`src/rtl/fetch_pkg.sv`:
```
// Shared types and sizing for the instruction fetch slice.
// Imported by the fetch interface, buffer and unit.
package fetch_pkg;

  localparam int INST_W   = 32;
  localparam int PC_W     = 32;
  localparam int FB_DEPTH = 2;
  localparam int FB_CNT_W = $clog2(FB_DEPTH + 1);

  typedef struct packed {
    logic [INST_W-1:0] inst;
    logic [PC_W-1:0]   pc;
  } fb_entry_t;

endpackage

```
`src/rtl/fetch_unit_if.sv`:
```
// Fetch-to-decode instruction handshake.
// master = fetch side, slave = decode side.
interface fetch_unit_if;
  import fetch_pkg::*;

  logic              inst_valid;
  logic              inst_ready;
  logic [INST_W-1:0] inst;
  logic [PC_W-1:0]   inst_pc;

  modport master (
    output inst_valid,
    output inst,
    output inst_pc,
    input  inst_ready
  );

  modport slave (
    input  inst_valid,
    input  inst,
    input  inst_pc,
    output inst_ready
  );

endinterface

```
`src/rtl/fetch_buffer.sv`:
```
// Two-entry instruction FIFO between imem response and decode.
// Head reads as zero when empty.
module fetch_buffer
  import fetch_pkg::*;
(
  input  logic                clk,
  input  logic                rst,
  input  logic                flush,
  input  logic                push,
  input  fb_entry_t           push_data,
  input  logic                pop,
  output fb_entry_t           head,
  output logic [FB_CNT_W-1:0] count
);

  fb_entry_t mem [FB_DEPTH];
  logic      wr_ptr;
  logic      rd_ptr;
  logic      do_pop;

  assign do_pop = pop && (count != '0);

  always_ff @(posedge clk) begin
    if (rst || flush) begin
      count  <= '0;
      wr_ptr <= 1'b0;
      rd_ptr <= 1'b0;
    end else begin
      if (push) wr_ptr <= ~wr_ptr;
      if (do_pop) rd_ptr <= ~rd_ptr;
      count <= count + FB_CNT_W'(push)
                     - FB_CNT_W'(do_pop);
    end
  end

  always_ff @(posedge clk) begin
    if (push && !rst && !flush)
      mem[wr_ptr] <= push_data;
  end

  assign head = (count == '0) ? '0 : mem[rd_ptr];

  // The issue rule upstream must keep a slot free for every in-flight word.
  a_no_push_full: assert property (
    @(posedge clk) disable iff (rst || flush)
    push |-> (count != FB_CNT_W'(FB_DEPTH))
  );

endmodule

```
`src/rtl/fetch_unit.sv`:
```
// Program counter, single in-flight imem request and issue control.
// Responses land in fetch_buffer one cycle after the request edge.
module fetch_unit
  import fetch_pkg::*;
#(
  parameter logic [PC_W-1:0] RESET_PC = 32'h0000_0000
)
(
  input  logic              clk,
  input  logic              rst,
  input  logic              fetch_en,
  input  logic              redirect_valid,
  input  logic [PC_W-1:0]   redirect_pc,
  output logic [PC_W-1:0]   imem_addr,
  input  logic [INST_W-1:0] imem_data,
  fetch_unit_if.master      dec
);

  localparam logic [PC_W-1:0] PC_MASK = ~PC_W'(3);

  logic [PC_W-1:0]     pc;
  logic [PC_W-1:0]     inflight_pc;
  logic                inflight;
  logic                issue;
  logic                pop;
  logic                push;
  logic [FB_CNT_W:0]   occ;
  logic [FB_CNT_W-1:0] count;
  fb_entry_t           head;
  fb_entry_t           wr_entry;

  assign imem_addr = pc >> 2;

  assign pop = dec.inst_valid && dec.inst_ready;

  // Occupancy after this edge; the new request needs a slot one edge later.
  assign occ = {1'b0, count}
             + (FB_CNT_W+1)'(inflight)
             - (FB_CNT_W+1)'(pop);

  assign issue = fetch_en && !redirect_valid && !rst
              && (occ < (FB_CNT_W+1)'(FB_DEPTH));

  assign push     = inflight && !redirect_valid;
  assign wr_entry = '{inst: imem_data, pc: inflight_pc};

  always_ff @(posedge clk) begin
    if (rst) begin
      pc          <= RESET_PC & PC_MASK;
      inflight    <= 1'b0;
      inflight_pc <= '0;
    end else if (redirect_valid) begin
      pc       <= redirect_pc & PC_MASK;
      inflight <= 1'b0;
    end else begin
      inflight <= issue;
      if (issue) begin
        pc          <= pc + PC_W'(4);
        inflight_pc <= pc;
      end
    end
  end

  fetch_buffer u_fb (
    .clk       (clk),
    .rst       (rst),
    .flush     (redirect_valid),
    .push      (push),
    .push_data (wr_entry),
    .pop       (pop),
    .head      (head),
    .count     (count)
  );

  assign dec.inst_valid = (count != '0) && !redirect_valid;
  assign dec.inst       = head.inst;
  assign dec.inst_pc    = head.pc;

endmodule

```
`src/flat_wrapper.sv`:
```
// flat-port wrapper written by rule: the top's interface ports become plain ports
module fetch_unit_flat import fetch_pkg::*;
#(
  parameter logic [PC_W-1:0] RESET_PC = 32'h0000_0000
)
  (clk, rst, fetch_en, redirect_valid, redirect_pc, imem_addr, imem_data, dec_inst_valid, dec_inst, dec_inst_pc, dec_inst_ready);
  fetch_unit_if dec_i ();
  input  logic clk;
  input  logic rst;
  input  logic fetch_en;
  input  logic redirect_valid;
  input  logic [PC_W-1:0] redirect_pc;
  output logic [PC_W-1:0] imem_addr;
  input  logic [INST_W-1:0] imem_data;
  output wire logic [$bits(dec_i.inst_valid)-1:0] dec_inst_valid;
  output wire logic [$bits(dec_i.inst)-1:0] dec_inst;
  output wire logic [$bits(dec_i.inst_pc)-1:0] dec_inst_pc;
  input wire logic [$bits(dec_i.inst_ready)-1:0] dec_inst_ready;
  assign dec_inst_valid = dec_i.inst_valid;
  assign dec_inst = dec_i.inst;
  assign dec_inst_pc = dec_i.inst_pc;
  assign dec_i.inst_ready = dec_inst_ready;
  fetch_unit #(.RESET_PC(RESET_PC)) u_core (.clk(clk), .rst(rst), .fetch_en(fetch_en), .redirect_valid(redirect_valid), .redirect_pc(redirect_pc), .imem_addr(imem_addr), .imem_data(imem_data), .dec(dec_i));
endmodule
```
`config.mk`:
```
export PLATFORM = sky130hd
export DESIGN_NAME = fetch_unit_flat
export DESIGN_NICKNAME = d
export VERILOG_FILES = /design/src/rtl/fetch_pkg.sv /design/src/rtl/fetch_unit_if.sv /design/src/rtl/fetch_buffer.sv /design/src/rtl/fetch_unit.sv /design/src/flat_wrapper.sv
export SDC_FILE = /design/constraint.sdc
export NUM_CORES = 1
export LEC_CHECK = 0
export BUFFER_PORTS_ARGS = -buffer_cell sky130_fd_sc_hd__clkbuf_2
export CAP_MARGIN = 20
export CORE_MARGIN = 10
export CORE_UTILIZATION = 50
export CTS_CLUSTER_DIAMETER = 150
export DETAILED_ROUTE_END_ITERATION = 10
export PLACE_DENSITY = 0.74
export SETUP_SLACK_MARGIN = 0.05
export SKIP_LAST_GASP = 1
export SYNTH_ARGS = -nofsm -noshare
export SYNTH_HDL_FRONTEND = slang
export SYNTH_HIERARCHICAL = 1
export SYNTH_SLANG_ARGS = --single-unit
```
`constraint.sdc`:
```
create_clock -name clk -period 11.77 [get_ports clk]
set_input_delay 2.354 -clock clk [delete_from_list [all_inputs] [get_ports clk]]
set_output_delay 2.354 -clock clk [all_outputs]
set_load 0.02 [all_outputs]
```
# Word level (Yosys, flattened, before mapping)
# Memory sizes are Yosys's and may differ from the RTL's. A register that Yosys moved wholly into a read port is not among the register bits.
# Index checks and enable logic that the tools add are counted.
[word_totals] register_bits=69 latch_bits=0 ram_bits=128 rom_bits=0 input_bits=69 out_inout_bits=97 wordCells=41 n_memories=1
[op_classes] n_addsub=5 n_mul=0 div_mod_pow=0 magnitude_cmp=1 n_eq_ne=0 n_shift=0 muxes=7 bitwise=3 n_reduce_logical=17
[mem_list] name="u_core.u_fb.mem" depth=2 width=64 rd=1 rd_clocked_by_memory_dff=1 wr=1 line_no="fetch_buffer.sv:16" source="fb_entry_t mem [FB_DEPTH];"
[ops] op="32-bit 2-to-1 mux" n=2
[ops] op="64-bit 2-to-1 mux" n=1
[ops] op="32-bit by 3-bit adder with 32-bit output (second input constant)" n=1
[ops] op="1-bit logical AND" n=9
[ops] op="1-bit 2-to-1 mux" n=4
[ops] op="2-bit nonzero test" n=2
[ops] op="2-bit by 1-bit adder with 3-bit output" n=1
[ops] op="3-bit by 2-bit less-than comparator with 1-bit output (second input constant)" n=1
[ops] op="1-bit NOT" n=3
[ops] op="3-bit by 1-bit subtractor with 3-bit output" n=1
[ops] op="2-bit by 1-bit adder with 2-bit output" n=1
[ops] op="1-bit logical NOT" n=2
[ops] op="2-bit logical NOT" n=1
[ops] op="2-bit AND reduction" n=1
[ops] op="2-bit OR reduction" n=1
[ops] op="2-bit by 1-bit subtractor with 2-bit output" n=1
[ops] op="1-bit logical OR" n=1

# Longest topological paths before layout
# Gate-level depths: netlist of run 1.
[logic_depth] ltp_word=8 depth_mapped=14 mapped_depth_nobuf=13

# Modules after synthesis
# The synthesis of run 1 kept the hierarchy.
[modules_own_cells] mod="fetch_buffer" n_inst=1 cells_per_inst=292 area_each_um2=5077.4 seq_area_each_um2=3943.8
[modules_own_cells] mod="fetch_unit" n_inst=1 cells_per_inst=357 area_each_um2=2922.8 seq_area_each_um2=1221.2

# Worst setup path after synthesis of run 1
# OpenSTA, ideal clock, no wires.
[synth_timing] path_type="input port to flip-flop" startpoint="input port redirect_valid" endpoint="memory u_core/u_fb/mem[0][0] in the netlist's numbering (enable)" setup_time_ns=0.670 arrival_time_ns=9.435 required_time_ns=11.100 slack_ns=1.665 path_stages=3 path_buffers=1 path_cell_list="clkbuf_1 -> nor2b_1 -> nor4b_1"
[synth_between] elab_chain_cells=6
[synth_rtl] item="from (decl)" line_no="flat_wrapper.sv:11" source="input logic redirect_valid;"
[synth_rtl] item="1-bit logical NOT" line_no="fetch_unit.sv:44" source="assign push = inflight && !redirect_valid;"
[synth_rtl] item="1-bit logical AND" line_no="fetch_unit.sv:44"
[synth_rtl] item="via u_core.push" line_no="fetch_unit.sv:26" source="logic push;"
[synth_rtl] item="1-bit logical AND (2 in a row)" line_no="fetch_buffer.sv:37" source="if (push && !rst && !flush)"
[synth_rtl] item="1-bit 2-to-1 mux" line_no="fetch_buffer.sv:37"
[synth_rtl] item="1-bit 2-to-1 mux (not written as such)" line_no="fetch_buffer.sv:38" source="mem[wr_ptr] <= push_data;"
[synth_rtl] item="to (decl)" line_no="fetch_buffer.sv:16"
# The timed path passes the listed nets, and every way through them passes these cells.

# Worst setup path in the final report of run 1
[layout_timing] startpoint="input port redirect_valid" endpoint="register u_core.pc[13]"
[layout_between] elab_chain_cells=7 word_cells_on_any_way=10 cone_classes="add/sub (1); order compare (1); mux (1); reduce/logical (7)"
[layout_rtl] item="1-bit logical NOT" line_no="fetch_unit.sv:75" source="assign dec.inst_valid = (count != '0) && !redirect_valid;"
[layout_rtl] item="1-bit logical AND" line_no="fetch_unit.sv:75"
[layout_rtl] item="1-bit logical AND" line_no="fetch_unit.sv:34" source="assign pop = dec.inst_valid && dec.inst_ready;"
[layout_rtl] item="via u_core.pop" line_no="fetch_unit.sv:25" source="logic pop;"
[layout_rtl] item="3-bit by 1-bit subtractor with 3-bit output" line_no="fetch_unit.sv:39" source="- (FB_CNT_W+1)'(pop);"
[layout_rtl] item="3-bit by 2-bit less-than comparator with 1-bit output" line_no="fetch_unit.sv:42" source="&& (occ < (FB_CNT_W+1)'(FB_DEPTH));"
[layout_rtl] item="1-bit logical AND" line_no="fetch_unit.sv:42"
[layout_rtl] item="2-bit nonzero test (no line)"
[layout_rtl] item="to (signal assigned)" line_no="fetch_unit.sv:49" source="pc <= RESET_PC & PC_MASK;"
[layout_rtl] item="to (signal assigned)" line_no="fetch_unit.sv:53" source="pc <= redirect_pc & PC_MASK;"
[layout_rtl] item="to (signal assigned)" line_no="fetch_unit.sv:58" source="pc <= pc + PC_W'(4);"
[layout_rtl] item="to (decl)" line_no="fetch_unit.sv:21" source="logic [PC_W-1:0] pc;"
# The timed path passes the listed nets, and every way through them passes these cells.
# A chain may end at the register's enable or synchronous reset.

==> results.md, run 1 <==
- Status: completed
- Clock power frac: between 40% and 50%
- Sw Ratio: between 20% and 30%
- Post-synth ARST share: 0%
- Worst-Skew Late Latency: 430 ps
- Drt via density: roughly 5.3
- Relative slew slack: roughly half
- Final setup violating endpoints: 0
- Count leader, synth: edfxtp_1
- Yosys top cell area share: between 40% and 50%
- Top cells by area in the synthesized netlist: edfxtp_1 (48%), dfxtp_1 (17%), mux2i_1 (8.1%)
- Gr ovfl total: 0
- Num rows: 46
- Critical Path End Type: flop
- Pin count of the biggest net entering global routing: 69
- Syn Std Cell Area: 0.00800 mm^2
- Routed wire per std cell: between 15 and 20 um
- Flops & latches, synth: around 190
- Drt pass-1 iters: 6
- Initial Utilization: about half
- DRC violations left: 0
- Tmin final: 5500 ps
- Layout cells sized above 1: a little over a quarter
- Chip Height: 146 um
- Int Pwr: ~1.0 mW
- I/O Buffers: around 160
- Wirelength, routed: 18600 um
- Placed inst area: between 0.008 and 0.009 mm^2
- Pleak: roughly 3.5 nW
- Post-CTS sizing: 0
- Power density over cell area: between 100 and 150 mW/mm^2
- Flop2flop setup slack: 7960 ps
- EDFF count, synth: about 130
- Period utilization: between 40 and 50%
- Hold_ws: between 400 and 500 ps
- Ys flop type: edfxtp_1
- Warnings from Yosys: 6
- Clock-pin slew on the worst setup and hold paths: 70 ps
- Core footprint: 0.0158 mm^2
- Ports: around 170
- RSZ-0062 raised after global routing: false
- GR Util All Layers: between 10% and 20%
- Least-Margin Pin Slew: 730 ps
- Worst setup SP type: input pin
- Worst Setup Path Type: in -> reg
- Max Buffers Root-to-Sink: 2
- Final Hold Viols: 0
- Post-synth top cells: edfxtp_1 (128), nor2_1 (89), nand2_1 (80), dfxtp_1 (66), mux2i_1 (65)
- Vias in the first global route: about 5600
- Largest area contributor in the netlist: edfxtp_1
- Skew final: 15.4 ps
- Cts bufs inserted: 17
- Net count, final: between 800 and 900
- Register area share after synthesis: ~65%
- Via count: 5511
- CP max FO: 36
- CTS tree: built
- Antenna violations before repair: 0
- Syn Inst Count: 649
- Fmax: 182 MHz
- Comb pwr share: around 5.0%
- TritonCTS Sinks: about 190
- First-pass GRT wire length: about 29000 um
- Post-DP HPWL: 12700 um
- Post-route cell area: around 0.0095 mm^2
- Fillers: about 1300
- Area growth from synthesis to layout: 18.8%
- Peak supply drop: between 90 and 100 uV
- Worst path required time: about 12000 ps
- Final Slew Violations: 0
- Antenna-violating nets left: 0
- Max-cap viol count: 0
- Post-synthesis cell type count: between 50 and 60
- Worst Hold Class: reg -> reg
- Final core occ: between 60% and 70%
- Iter 0 DRT Violations: around 440
- TNS Setup: 0 ps
- CTS Root Cell: clkbuf_16
- Total power: ~1.4 mW
- Avg Cell Area, Syn: between 10 and 15 um^2
- Die width: ~150 um
- H-tree depth: 4
- # Post-CTS Setup Buffers: 0
- Flop pwr share: 54.9%
- Hold_buf cts: 0
- Switching Power: roughly 0.32 mW
- Ant diodes: 0
- Placer Congestion: about 0.84
- Die area: approximately 0.021 mm^2
- Critical path data arrival time: just under 6000 ps
worst max-delay path, stage by stage:
cell and delay [ps]:
clkbuf_2 380, nor2_1 120, and2_1 210, ha_1 280
nand2b_1 150, fa_1 450, xnor2_2 260, nand2_2 180
or3_1 380, clkinv_2 380, nand4_2 200, or3_1 340
a31oi_1 160
cell type report:
type	count	area (um^2)	area share [%]
clock buffers	17	425	4.47
flip-flops and latches	194	5170	54.4
repair buffers	169	886	9.32
clock inverters	15	141	1.49
multi-input cells	416	2590	27.3
inverters	6	23.8	0.250
well taps	216	270	2.84
flip-flops by register name (all words and copies together), names as in the netlist, named ones only:
signal and count:
u_core/u_fb/mem 128, u_core/inflight_pc 30, u_core/pc 30, u_core/u_fb/count 2
u_core/inflight 1, u_core/u_fb/rd_ptr 1, u_core/u_fb/wr_ptr 1
metrics by stage:
step                std cells  worst slack, ps
floorplan                 654             1670
global placement         1000             5970
detailed placement       1000             5880
CTS                      1032             6300
global route             1033             6070
finish                   1033             6270
worst paths after layout:
kind	from	to	cells after the start
setup reg to reg	u_core/u_fb/count[1]$_SDFF_PP0_	u_core/pc[13]$_SDFFE_PP0P_	13
setup / recovery	redirect_valid	u_core/pc[13]$_SDFFE_PP0P_	13
hold / removal	u_core/inflight_pc[9]$_SDFFE_PP0P_	u_core/u_fb/mem[1][9]$_DFFE_PP_	0
hold reg to reg	u_core/inflight_pc[9]$_SDFFE_PP0P_	u_core/u_fb/mem[1][9]$_DFFE_PP_	0
power by group through the flow:
stage	logic, mW	clock network, mW	registers [mW]
2_1_floorplan	0.0310	0	0.766
3_3_place_gp	0.0654	0	0.760
3_5_place_dp	0.0679	0	0.761
4_1_cts	0.0683	0.557	0.746
5_1_grt	0.0743	0.585	0.748
6_report	0.0681	0.545	0.746
cells by family after synthesis:
kind of cell	Yosys count	share of synthesized area (%)
AOI/OAI and AO/OA	69	5.33
xor gates and xnor gates	24	2.89
adders and majority gates	5	0.876
buffers and inverters	44	3.44
DFF	194	64.6
muxes	69	8.70
other	1	0.0469
and+or+nand+nor	243	14.2
routing by layer:
layer	track usage, %	routed length, um	vias to the layer above
met3	5.50	1410	15
li1	-	-	2639
met5	0	0	-
met2	28.1	8970	239
met1	20.6	8000	2618
met4	4.95	226	0
layout by cell type, fill, tap and decap left out, types with 2 or more instances in the layout:
| cell type | n |
|---|---|
| nor4_1 | 6 |
| o21ai_0 | 3 |
| xor2_1 | 13 |
| or3_1 | 7 |
| inv_1 | 5 |
| and3_1 | 4 |
| a31oi_1 | 3 |
| xnor2_1 | 9 |
| and4_1 | 3 |
| a311oi_1 | 2 |
| o21bai_1 | 2 |
| clkinv_2 | 2 |
| nand2_1 | 80 |
| mux2i_1 | 65 |
| mux2_2 | 4 |
| nor3_1 | 5 |
| edfxtp_1 | 128 |
| conb_1 | 6 |
| nand3_1 | 14 |
| and2_2 | 2 |
| clkbuf_16 | 17 |
| ha_1 | 4 |
| nand4_1 | 12 |
| inv_8 | 4 |
| clkbuf_2 | 161 |
| nor2_1 | 89 |
| buf_4 | 7 |
| a2bb2oi_1 | 2 |
| dfxtp_1 | 65 |
| clkinv_4 | 3 |
| and2_1 | 7 |
| inv_6 | 4 |
| a21oi_1 | 37 |
| a211oi_1 | 15 |
Power figures use the tool's default switching activity.
==> inputs of run 2 (changes only) <==
- ABC_AREA: default -> 1
- PLACE_DENSITY: 0.74 -> 0.73
- clock period: 11.77 -> 5.4 ns (I/O delays scaled with it)
==> run 2 against run 1 <==
Sequential power increased by 120%. Largest power group unchanged. Largest cell class unchanged. Sequential cell count unchanged. Critical path depth grew 2. Critical path type unchanged.
==> results.md, run 2 <==
- Syn Std Cell Area: 0.00847 mm^2 (was 0.00800 mm^2)
- Crit-path slowest cell: fa_1 (unchanged)
- Num rows: 47 (was 46)
- Drt pass-1 iters: 5 (was 6)
- Least-Margin Pin Slew: 874 ps (was 730 ps)
- Buf/Inv on CP: 3 (was 2)
- Critical path data arrival time: 3750 ps (was 5860 ps)
- Final Slew Violations: 0 (unchanged)
- Biggest register: u_core/u_fb/mem (unchanged)
- TritonCTS Sinks: 194 (unchanged)
- Largest area contributor in the netlist: edfxtp_1 (unchanged)
- Worst-Skew Late Latency: 430 ps (about the same)
- Iter 0 DRT Violations: 444 (was 441)
- Post-synthesis cell type count: 35 (was 55)
- Ports: 166 (unchanged)
- Reg area: 0.00517 mm^2 (about the same)
- CTS tree: built (unchanged)
- Die area: 0.0225 mm^2 (was 0.0215 mm^2)
- CP max FO: 33 (was 36)
- Flop2flop setup slack: 2030 ps (was 7960 ps)
- Power density over cell area: 306 mW/mm^2 (was 143 mW/mm^2)
- Net count, final: 1125 (was 878)
- Metal3 WL: 1630 um (was 1410 um)
- Avg Cell Area, Syn: 9.42 um^2 (was 12.3 um^2)
- Cts bufs inserted: 17 (unchanged)
- Post-CTS sizing: 0 (unchanged)
- Int Pwr: 2.36 mW (was 1.04 mW)
- I/O Buffers: 161 (unchanged)
- Antenna violations before repair: 0 (unchanged)
- First-pass GRT wire length: 30900 um (was 29300 um)
- Post-synth top cells: nand2_1 (254), edfxtp_1 (128), nor2_1 (83), inv_1 (82), a21oi_1 (76) (was edfxtp_1 (128), nor2_1 (89), nand2_1 (80), dfxtp_1 (66), mux2i_1 (65))
- Final Hold Viols: 0 (unchanged)
- Wirelength, routed: 19400 um (was 18600 um)
- Worst hold start: u_core/inflight_pc[27]$_SDFFE_PP0P_ (was u_core/inflight_pc[9]$_SDFFE_PP0P_)
- Status: completed (unchanged)
- Fillers: 1415 (was 1316)
- Period utilization: between 60 and 70%
- Worst setup margin: 1940 ps (was 6270 ps)
- Critical path's top delay family: simple AND/OR/NAND/NOR gates (unchanged)
- Area growth from synthesis to layout: 17.7% (was 18.8%)
- Tmin final: between 3000 and 4000 ps
- Yosys top cell area share: 45.4% (was 48.0%)
- Flop pwr share: 53.7% (was 54.9%)
- Sw Ratio: 22.5% (was 23.7%)
- Antenna-violating nets left: 0 (unchanged)
- Register area share after synthesis: 61.0% (was 64.6%)
- Max Buffers Root-to-Sink: 2 (unchanged)
- Clock power frac: 40.8% (was 40.1%)
- Met2 wire len: 8500 um (was 8970 um)
- Comb pwr share: 5.5% (was 5.0%)
- DRC violations left: 0 (unchanged)
- GR Util All Layers: 17.0% (was 16.9%)
- Top Registers: u_core/u_fb/mem x128, u_core/inflight_pc x30, u_core/pc x30 (unchanged)
- Fmax: slightly below 300 MHz
- Total power: 3.05 mW (was 1.36 mW)
- TNS Setup: 0 ps (unchanged)
- CTS Root Cell: clkbuf_16 (unchanged)
- Critical Path End Type: flop (unchanged)
- Vias in the first global route: 6057 (was 5624)
- Post-DP HPWL: 13300 um (was 12700 um)
- Via count: 6467 (was 5511)
- Worst path required time: 5690 ps (was 12130 ps)
- Area of the multi-input gates: 0.00270 mm^2 (was 0.00259 mm^2)
- Worst setup SP type: input pin (unchanged)
- Syn Inst Count: 899 (was 649)
- Relative slew slack: 41.8% (was 51.4%)
- Pre-CTS worst setup slack: 1510 ps (was 5880 ps)
- Crit-path max cell delay: 440 ps (was 450 ps)
- Ys flop type: edfxtp_1 (unchanged)
- Flops & latches, synth: 194 (unchanged)
- Ant diodes: 0 (unchanged)
- Pleak: 4.12 nW (was 3.50 nW)
- Die width: 150 um (was 146 um)
- Core footprint: 0.0166 mm^2 (was 0.0158 mm^2)
- Warnings from Yosys: 6 (unchanged)
- Switching Power: 0.686 mW (was 0.322 mW)
- Count leader, synth: nand2_1 (was edfxtp_1)
- Post-synth ARST share: 0% (unchanged)
- Gr ovfl total: 0 (unchanged)
- Worst R2R Start: u_core/u_fb/count[1]$_SDFF_PP0_ (unchanged)
- Initial Utilization: 51.1% (was 50.7%)
- Hold_buf cts: 0 (unchanged)
- Top cells by area in the synthesized netlist: edfxtp_1 (45%), dfxtp_1 (16%), nand2_1 (11%) (was edfxtp_1 (48%), dfxtp_1 (17%), mux2i_1 (8.1%))
- Most common cell after layout, fill and taps aside: nand2_1 (was clkbuf_2)
- Peak supply drop: 219 uV (was 95.2 uV)
- Layout cells sized above 1: 22.8% (was 26.8%)
- Clock-pin slew on the worst setup and hold paths: 70 ps (about the same)
- Pin count of the biggest net entering global routing: 66 (was 69)
- Chip Height: 150 um (was 146 um)
- Cell Chain, Critical Path: clkbuf_2, a21oi_1, and2_1, ha_1, or2_2, fa_1, nand2_1, nor2_2, nand2_2, clkinv_1, buf_12, nand2_1, o21ai_0, o21ai_1, a21oi_1 (was clkbuf_2, nor2_1, and2_1, ha_1, nand2b_1, fa_1, xnor2_2, nand2_2, or3_1, clkinv_2, nand4_2, or3_1, a31oi_1)
- Post-Route M1 WL: 8990 um (was 8000 um)
- EDFF count, synth: 128 (unchanged)
- # Post-CTS Setup Buffers: 0 (unchanged)
- Final setup violating endpoints: 0 (unchanged)
- Skew final: 10.6 ps (was 15.4 ps)
- Max-cap viol count: 0 (unchanged)
- Worst Setup Path Type: in -> reg (unchanged)
- Max reg flops: 128 (unchanged)
- H-tree depth: 4 (unchanged)
- Drt via density: 5.04 (was 5.33)
- RSZ-0062 raised after global routing: false (unchanged)
- Worst Hold Class: reg -> reg (unchanged)
- Most frequent cells in the layout: nand2_1 (254), clkbuf_2 (161), edfxtp_1 (128) (was clkbuf_2 (161), edfxtp_1 (128), nor2_1 (89))
- Routed wire per std cell: 15.1 um (was 18.0 um)
- Crit path from: redirect_valid (unchanged)
- Placer Congestion: 0.899 (was 0.841)
- DR top layer: met4 (unchanged)
## run 2: power by group through the flow
| stage | logic [mW] | registers (mW) | clock network (mW) |
|---|---|---|---|
| floorplan | 0.0917 | 1.68 | 0 |
| global placement | 0.165 | 1.67 | 0 |
| detailed placement | 0.168 | 1.67 | 0 |
| CTS | 0.169 | 1.64 | 1.26 |
| global route | 0.190 | 1.64 | 1.33 |
| finish | 0.168 | 1.64 | 1.24 |
## run 2: per-layer routing
| metal | track usage [%] | vias to the layer above |
|---|---|---|
| met5 | 0 | - |
| li1 | - | 3285 |
| met4 | 5.83 | 0 |
| met3 | 3.99 | 22 |
| met2 | 25.6 | 221 |
| met1 | 23.7 | 2939 |
## run 2: kinds of logic after synthesis
kind of cell	count (synthesis)	synth area share, %
simple gates	418	20.7
flops	194	61.0
compound gates	152	9.81
buf+inv	129	7.65
fa+ha+maj	5	0.827
other cells	1	0.0443
## run 2: worst paths after layout
| check | to | cells after the start |
|---|---|---|
| setup / recovery | u_core/pc[12]$_SDFFE_PP0P_ | 15 |
| hold / removal | u_core/u_fb/mem[0][27]$_DFFE_PP_ | 0 |
| setup reg to reg | u_core/pc[12]$_SDFFE_PP0P_ | 15 |
| hold reg to reg | u_core/u_fb/mem[0][27]$_DFFE_PP_ | 0 |
## run 2: through the flow
stage / utilization (%) / hold slack, ps / cell area, um^2 / std cells
floorplan: - / 420 / 8490 / 904
global route: 60.1 / 470 / 9960 / 1284
detailed placement: 56.4 / 437 / 9350 / 1251
finish: 60.1 / 452 / 9960 / 1284
global placement: 56.4 / 430 / 9350 / 1251
CTS: 60.0 / 455 / 9940 / 1283
## run 2: final cells by class
class	instances	area share [%]
flip-flops and latches	194	51.8
multi-input cells	581	27.1
repair buffers	170	9.02
clock buffers	20	4.80
inverters	87	3.34
well taps	220	2.76
clock inverters	12	1.16
